### config.mk
export PLATFORM = sky130hd
export DESIGN_NAME = dispatch
export DESIGN_NICKNAME = d
export VERILOG_FILES = /design/src/rtl/riscv_isa_pkg.sv /design/src/rtl/uarch_pkg.sv /design/src/rtl/dispatch_router.sv /design/src/rtl/dispatch.sv
export SDC_FILE = /design/constraint.sdc
export NUM_CORES = 1
export LEC_CHECK = 0
export ABC_CLOCK_PERIOD_IN_PS = 2400
export CORE_AREA = 2 2 187 189
export DETAILED_ROUTE_END_ITERATION = 8
export DIE_AREA = 0 0 189 191
export PLACE_DENSITY = 0.61
export SLEW_MARGIN = 25
export SYNTH_ARGS = -nofsm -noshare
export SYNTH_HDL_FRONTEND = slang
export SYNTH_SLANG_ARGS = --single-unit
### constraint.sdc
create_clock -name clk -period 2.4 [get_ports clk]
set_input_delay 0.36 -clock clk [delete_from_list [all_inputs] [get_ports clk]]
set_output_delay 0.36 -clock clk [all_outputs]
set_load 0.005 [all_outputs]
### src/rtl/riscv_isa_pkg.sv
`default_nettype none
// ============================================================================
//  Module      : riscv_isa_pkg
//  Description : RISC-V major opcode constants shared by the core.
//  Revision    : 1.0 - initial release
// ============================================================================
package riscv_isa_pkg;

    localparam logic [6:0] OPC_LOAD   = 7'b0000011;
    localparam logic [6:0] OPC_STORE  = 7'b0100011;
    localparam logic [6:0] OPC_OP_IMM = 7'b0010011;
    localparam logic [6:0] OPC_OP     = 7'b0110011;
    localparam logic [6:0] OPC_BRANCH = 7'b1100011;

endpackage
`default_nettype wire

### src/rtl/uarch_pkg.sv
`default_nettype none
// ============================================================================
//  Module      : uarch_pkg
//  Description : Microarchitecture parameters, renamed instruction format and
//                reservation-station class decode.
//  Revision    : 1.0 - initial release
// ============================================================================
package uarch_pkg;

    import riscv_isa_pkg::*;

    localparam int PIPE_WIDTH = 2;
    localparam int NUM_RS     = 3;
    localparam int RS_IDX_W   = 2;

    localparam logic [RS_IDX_W-1:0] RS_ALU = 2'd0;
    localparam logic [RS_IDX_W-1:0] RS_LD  = 2'd1;
    localparam logic [RS_IDX_W-1:0] RS_ST  = 2'd2;

    typedef struct packed {
        logic [6:0]  opcode;
        logic [5:0]  prd;
        logic [5:0]  prs1;
        logic [5:0]  prs2;
        logic [31:0] imm;
    } instruction_t;

    // Anything that is not a memory op (including illegal opcodes) goes to the ALU RS.
    function automatic logic [RS_IDX_W-1:0] rs_sel(input logic [6:0] opcode);
        case (opcode)
            OPC_LOAD:  rs_sel = RS_LD;
            OPC_STORE: rs_sel = RS_ST;
            default:   rs_sel = RS_ALU;
        endcase
    endfunction

endpackage
`default_nettype wire

### src/rtl/dispatch_router.sv
`default_nettype none
// ============================================================================
//  Module      : dispatch_router
//  Description : Combinational in-order lane allocator. Maps the held group
//                onto per-RS write lanes, stopping at the first slot that
//                cannot be placed.
//  Revision    : 1.0 - initial release
// ============================================================================
module dispatch_router
    import uarch_pkg::*;
(
    input  instruction_t [PIPE_WIDTH-1:0]               hold_pkt,
    input  logic         [PIPE_WIDTH-1:0]               hold_val,
    input  logic         [NUM_RS-1:0][PIPE_WIDTH-1:0]   rs_rdys,
    output logic         [NUM_RS-1:0][PIPE_WIDTH-1:0]   rs_wes,
    output instruction_t [NUM_RS-1:0][PIPE_WIDTH-1:0]   rs_issue_ports,
    output logic         [PIPE_WIDTH-1:0]               dispatched
);

    localparam int c_LANE_W = (PIPE_WIDTH > 1) ? $clog2(PIPE_WIDTH) : 1;

    logic                 w_blocked;
    logic [RS_IDX_W-1:0]  w_r;
    logic [c_LANE_W-1:0]  w_k;
    logic [c_LANE_W-1:0]  w_cnt [NUM_RS];

    // Walk slots oldest-first; each slot takes the next free lane of its RS, first failure blocks the rest.
    always_comb begin
        rs_wes         = '0;
        rs_issue_ports = '0;
        dispatched     = '0;
        w_blocked      = 1'b0;
        w_r            = '0;
        w_k            = '0;
        for (int r = 0; r < NUM_RS; r++) begin
            w_cnt[r] = '0;
        end
        for (int i = 0; i < PIPE_WIDTH; i++) begin
            if (hold_val[i] && !w_blocked) begin
                w_r = rs_sel(hold_pkt[i].opcode);
                w_k = w_cnt[w_r];
                if (rs_rdys[w_r][w_k]) begin
                    rs_wes[w_r][w_k]         = 1'b1;
                    rs_issue_ports[w_r][w_k] = hold_pkt[i];
                    dispatched[i]            = 1'b1;
                    w_cnt[w_r]               = w_cnt[w_r] + 1'b1;
                end else begin
                    w_blocked = 1'b1;
                end
            end
        end
    end

endmodule
`default_nettype wire

### src/rtl/dispatch.sv
`default_nettype none
// ============================================================================
//  Module      : dispatch
//  Description : Dispatch stage between rename and issue. Holds one renamed
//                group and drains it in program order into the ALU RS, load
//                queue and store queue write lanes.
//  Revision    : 1.0 - initial release
// ============================================================================
module dispatch
    import uarch_pkg::*;
(
    input  logic                                        clk,
    input  logic                                        rst,
    input  logic                                        flush,
    input  instruction_t [PIPE_WIDTH-1:0]               rename_pkts,
    input  logic         [PIPE_WIDTH-1:0]               rename_vals,
    output logic                                        dispatch_rdy,
    input  logic         [NUM_RS-1:0][PIPE_WIDTH-1:0]   rs_rdys,
    output logic         [NUM_RS-1:0][PIPE_WIDTH-1:0]   rs_wes,
    output instruction_t [NUM_RS-1:0][PIPE_WIDTH-1:0]   rs_issue_ports
);

    instruction_t [PIPE_WIDTH-1:0]              r_hold_pkt;
    logic         [PIPE_WIDTH-1:0]              r_hold_val;

    logic         [NUM_RS-1:0][PIPE_WIDTH-1:0]  w_wes;
    instruction_t [NUM_RS-1:0][PIPE_WIDTH-1:0]  w_ports;
    logic         [PIPE_WIDTH-1:0]              w_disp;
    logic                                       w_drained;

    dispatch_router u_router (
        .hold_pkt       (r_hold_pkt),
        .hold_val       (r_hold_val),
        .rs_rdys        (rs_rdys),
        .rs_wes         (w_wes),
        .rs_issue_ports (w_ports),
        .dispatched     (w_disp)
    );

    // Handshake: accept a new group once every held slot leaves this cycle; flush suppresses all writes.
    always_comb begin
        w_drained      = ((r_hold_val & ~w_disp) == '0);
        dispatch_rdy   = w_drained | flush;
        rs_wes         = flush ? '0 : w_wes;
        rs_issue_ports = flush ? '0 : w_ports;
    end

    // Holding register: reload when drained, otherwise retire dispatched slots in place.
    always_ff @(posedge clk or negedge rst) begin
        if (!rst) begin
            r_hold_val <= '0;
            r_hold_pkt <= '0;
        end else if (flush) begin
            r_hold_val <= '0;
        end else if (w_drained) begin
            r_hold_val <= rename_vals;
            r_hold_pkt <= rename_pkts;
        end else begin
            r_hold_val <= r_hold_val & ~w_disp;
        end
    end

endmodule
`default_nettype wire
==> metrics <==
Seq/Total Area, Yosys=between 20 and 30%; number of global-route vias before repair=~13k; initial antenna violation count=5; Leak=between 8 and 9 nW; pwr/cell area=approximately 500 nW/um^2; yosys warns=0; largest cells by area after synthesis=dfrtp_1, nand2_1, o2111ai_1; largest net degree at the start of global routing=77; DRC=0; Yosys top cell area share=28.1%; CTS tree=done; First DRT Iteration DRCs=between 1k and 1.5k; asr flop ratio synth=100%; Worst setup EP type=output port; Port Buf Inserts=roughly 460; mapped cell area=approximately 10000 sq um; core outline area=34100 sq um; VDD IR max=0.464 mV; Clk pin slew, worst setup/hold paths=about 0.07 ns; failing checks=negative setup slack; crit path time final=3.35 ns; GRT Total Usage=between 30% and 40%; register area=roughly 2900 sq um; Inserted Clock Buffers=17; fin worst setup slack=-0.955 ns; Yosys top cell by area=dfrtp_1; Crit Path Category=reg -> out; CTS sink cnt=between 100 and 150; sequential power share=34.3%; die area=about 36000 sq um; Filler Cell Count=approximately 3.2k; final count of negative-setup-slack endpoints=~450; final hold violations=0; syn_area_per_cell=7.41 sq um; ys flop type=dfrtp_1; Final Slew Violations=0; DP Cell Count=~2.3k; chip height=191 um; fin cells=about 2.4k; RSZ-0062 raised after global routing=true; Sw Ratio=38.4%; power share of the combinational group=32.7%; initial core utilization=30.3%; fin util=between 50% and 60%; most frequent cell after synthesis=nand2_1; placed inst area=~16000 sq um; HPWL Detailed=around 38 mm; Final Wtd Congestion=between 0.9 and 1; area grow syn2layout=75.6%; Nets=2060; H-tree depth=4; relative slew slack=roughly 34%; share of layout cells above drive strength 1=25.2%; Psw=around 3.5 mW; gr ovfl total=0; Multi-input gate area=roughly 7200 sq um; Routed Antenna Nets=0; Post-synth EDFFs=0; first-pass GRT wire length=about 84 mm; Hold WS=~0.43 ns; clock group share of total power=between 30% and 40%; clk_skew=between 0.01 and 0.015 ns; CP max FO=10; 1st-pass router iterations=5; total routed wirelength=around 60 mm; boundary pin count=between 400 and 500; crit start category=flop; Synth Instances=around 1.4k; Max Freq=between 200 and 300 MHz; flops & latches, synth=between 100 and 150; Layout Cell Area excl Fill=approximately 18000 sq um; num rows=slightly below 70; Tcrit/Tclk final=140%; Post-synth top cells=nand2_1, and2_1, clkbuf_1, dfrtp_1, o2111ai_1; CP required=about 2 ns; internal power=~5.6 mW; Worst Max-Slew Pin Slew=just under 1 ns; library cells used by synthesis=51; Power, Total=9.06 mW; Sum Neg Setup Slack=-282.66 ns; vias=about 14k; wire length per cell=approximately 25 um; die width=189 um; status=finished, violations left; max_cap viols=0; worst slack, placed=-0.994 ns; Bufs on Longest Clock Path=2; hold crit path type=in -> async; later-pin clock latency in the skew report=0.42 ns; Critical Path AT=roughly 3 ns; vias per cell=around 5.7; root buf cell=clkbuf_16
-- critical path: stages (launching register included) --
cell             delay, ns
dfrtp_1               0.40
nand4bb_4             0.31
nor3_4                0.25
buf_4                 0.14
buf_6                 0.11
o31ai_4               0.06
buf_12                0.16
nor3_4                0.17
buf_8                 0.18
clkbuf_16             0.17
and2_1                0.12
clkdlybuf4s50_1       0.51
-- flip-flops by register name (all words and copies together), names as in the netlist --
name,flops
r_hold_pkt,114
r_hold_val,2
-- power by group through the flow --
stage               Clock, mW  Sequential, mW  Combinational, mW
finish                   2.99            3.11               2.96
global route             3.12            3.16               3.16
CTS                      3.03            3.07               2.83
detailed placement          0            3.10               2.65
global placement            0            3.08               2.60
floorplan                   0            2.84               1.34
-- cells in the final DEF (no fill, tap or decap), types with 4 or more instances in the layout --
cell type	synthesis	layout
buf_12	0	41
o31ai_1	5	4
dlymetal6s2s_1	0	36
inv_1	5	5
conb_1	1	18
nand3_1	38	37
a22o_1	49	49
nor2_1	18	16
o2111ai_1	115	114
clkbuf_16	0	25
clkdlybuf4s15_2	0	7
o41ai_2	0	12
o21ai_2	0	12
buf_8	0	9
diode_2	0	5
o41ai_1	18	5
a21oi_1	51	46
o21ai_0	23	9
nor3_1	10	4
and2_4	0	6
dlygate4sd2_1	0	97
o211ai_2	50	50
or3_1	35	32
a21oi_2	0	4
bufinv_16	0	5
o211ai_1	65	65
nor3_4	0	6
clkdlybuf4s50_1	0	226
nand2_1	397	394
a22oi_1	9	9
buf_2	17	36
dfrtp_1	116	112
o21ai_4	0	6
clkbuf_2	0	44
buf_6	7	37
and2_1	159	152
buf_4	18	140
clkinv_2	0	4
o21ai_1	13	9
-- final timing paths --
kind	cells past startpoint	from	slack, ns	end
worst min register to register	2	r_hold_pkt[11]$_DFFE_PN0P_	0.59	r_hold_pkt[11]$_DFFE_PN0P_
min in group clk	3	rename_pkts[95]	0.50	r_hold_pkt[95]$_DFFE_PN0P_
max in group asynchronous	3	rst	1.23	r_hold_pkt[92]$_DFFE_PN0P_
worst max register to register	11	r_hold_pkt[52]$_DFFE_PN0P_	-0.46	r_hold_pkt[106]$_DFFE_PN0P_
worst max-delay path	11	r_hold_pkt[53]$_DFFE_PN0P_	-0.95	rs_issue_ports[82]
worst min-delay path	2	rst	0.43	r_hold_pkt[10]$_DFFE_PN0P_
-- per-layer routing --
metal,part of all wire [%],global-route usage (%)
met1,40,38.0
met2,49,51.6
met3,8.4,7.14
met4,2.8,11.1
met5,0.022,0
-- area by class of cell --
| cell class | count | share of cell area, % |
|---|---|---|
| repair buffers | 687 | 37.3 |
| clock buffers | 19 | 2.50 |
| diodes | 5 | 0.0690 |
| inverters | 6 | 0.124 |
| clock inverters | 13 | 1.12 |
| well taps | 455 | 3.14 |
| multi-input cells | 1107 | 39.7 |
| flip-flops and latches | 116 | 16.0 |
-- cells by family (layout without fill, tap and decap cells) --
logic type / after synthesis / count (layout) / share of synthesized area, %
AO/OA/AOI/OAI: 416 / 416 / 33.1
other: 1 / 23 / 0.0363
multiplexers: 3 / 3 / 0.291
buffers and inverters: 188 / 725 / 8.20
flip-flops: 116 / 116 / 28.1
AND/OR/NAND/NOR: 670 / 670 / 30.3
-- repair_timing --
action	4_1_cts	5_1_grt
pin swaps	20	22
endpoints found under the setup margin	446	446
gates cloned	8	11
gates resized for setup	301	280
endpoints found under the hold margin	35	0
hold buffers	1	0
setup buffers	33	33
Power figures use the tool's default switching activity.
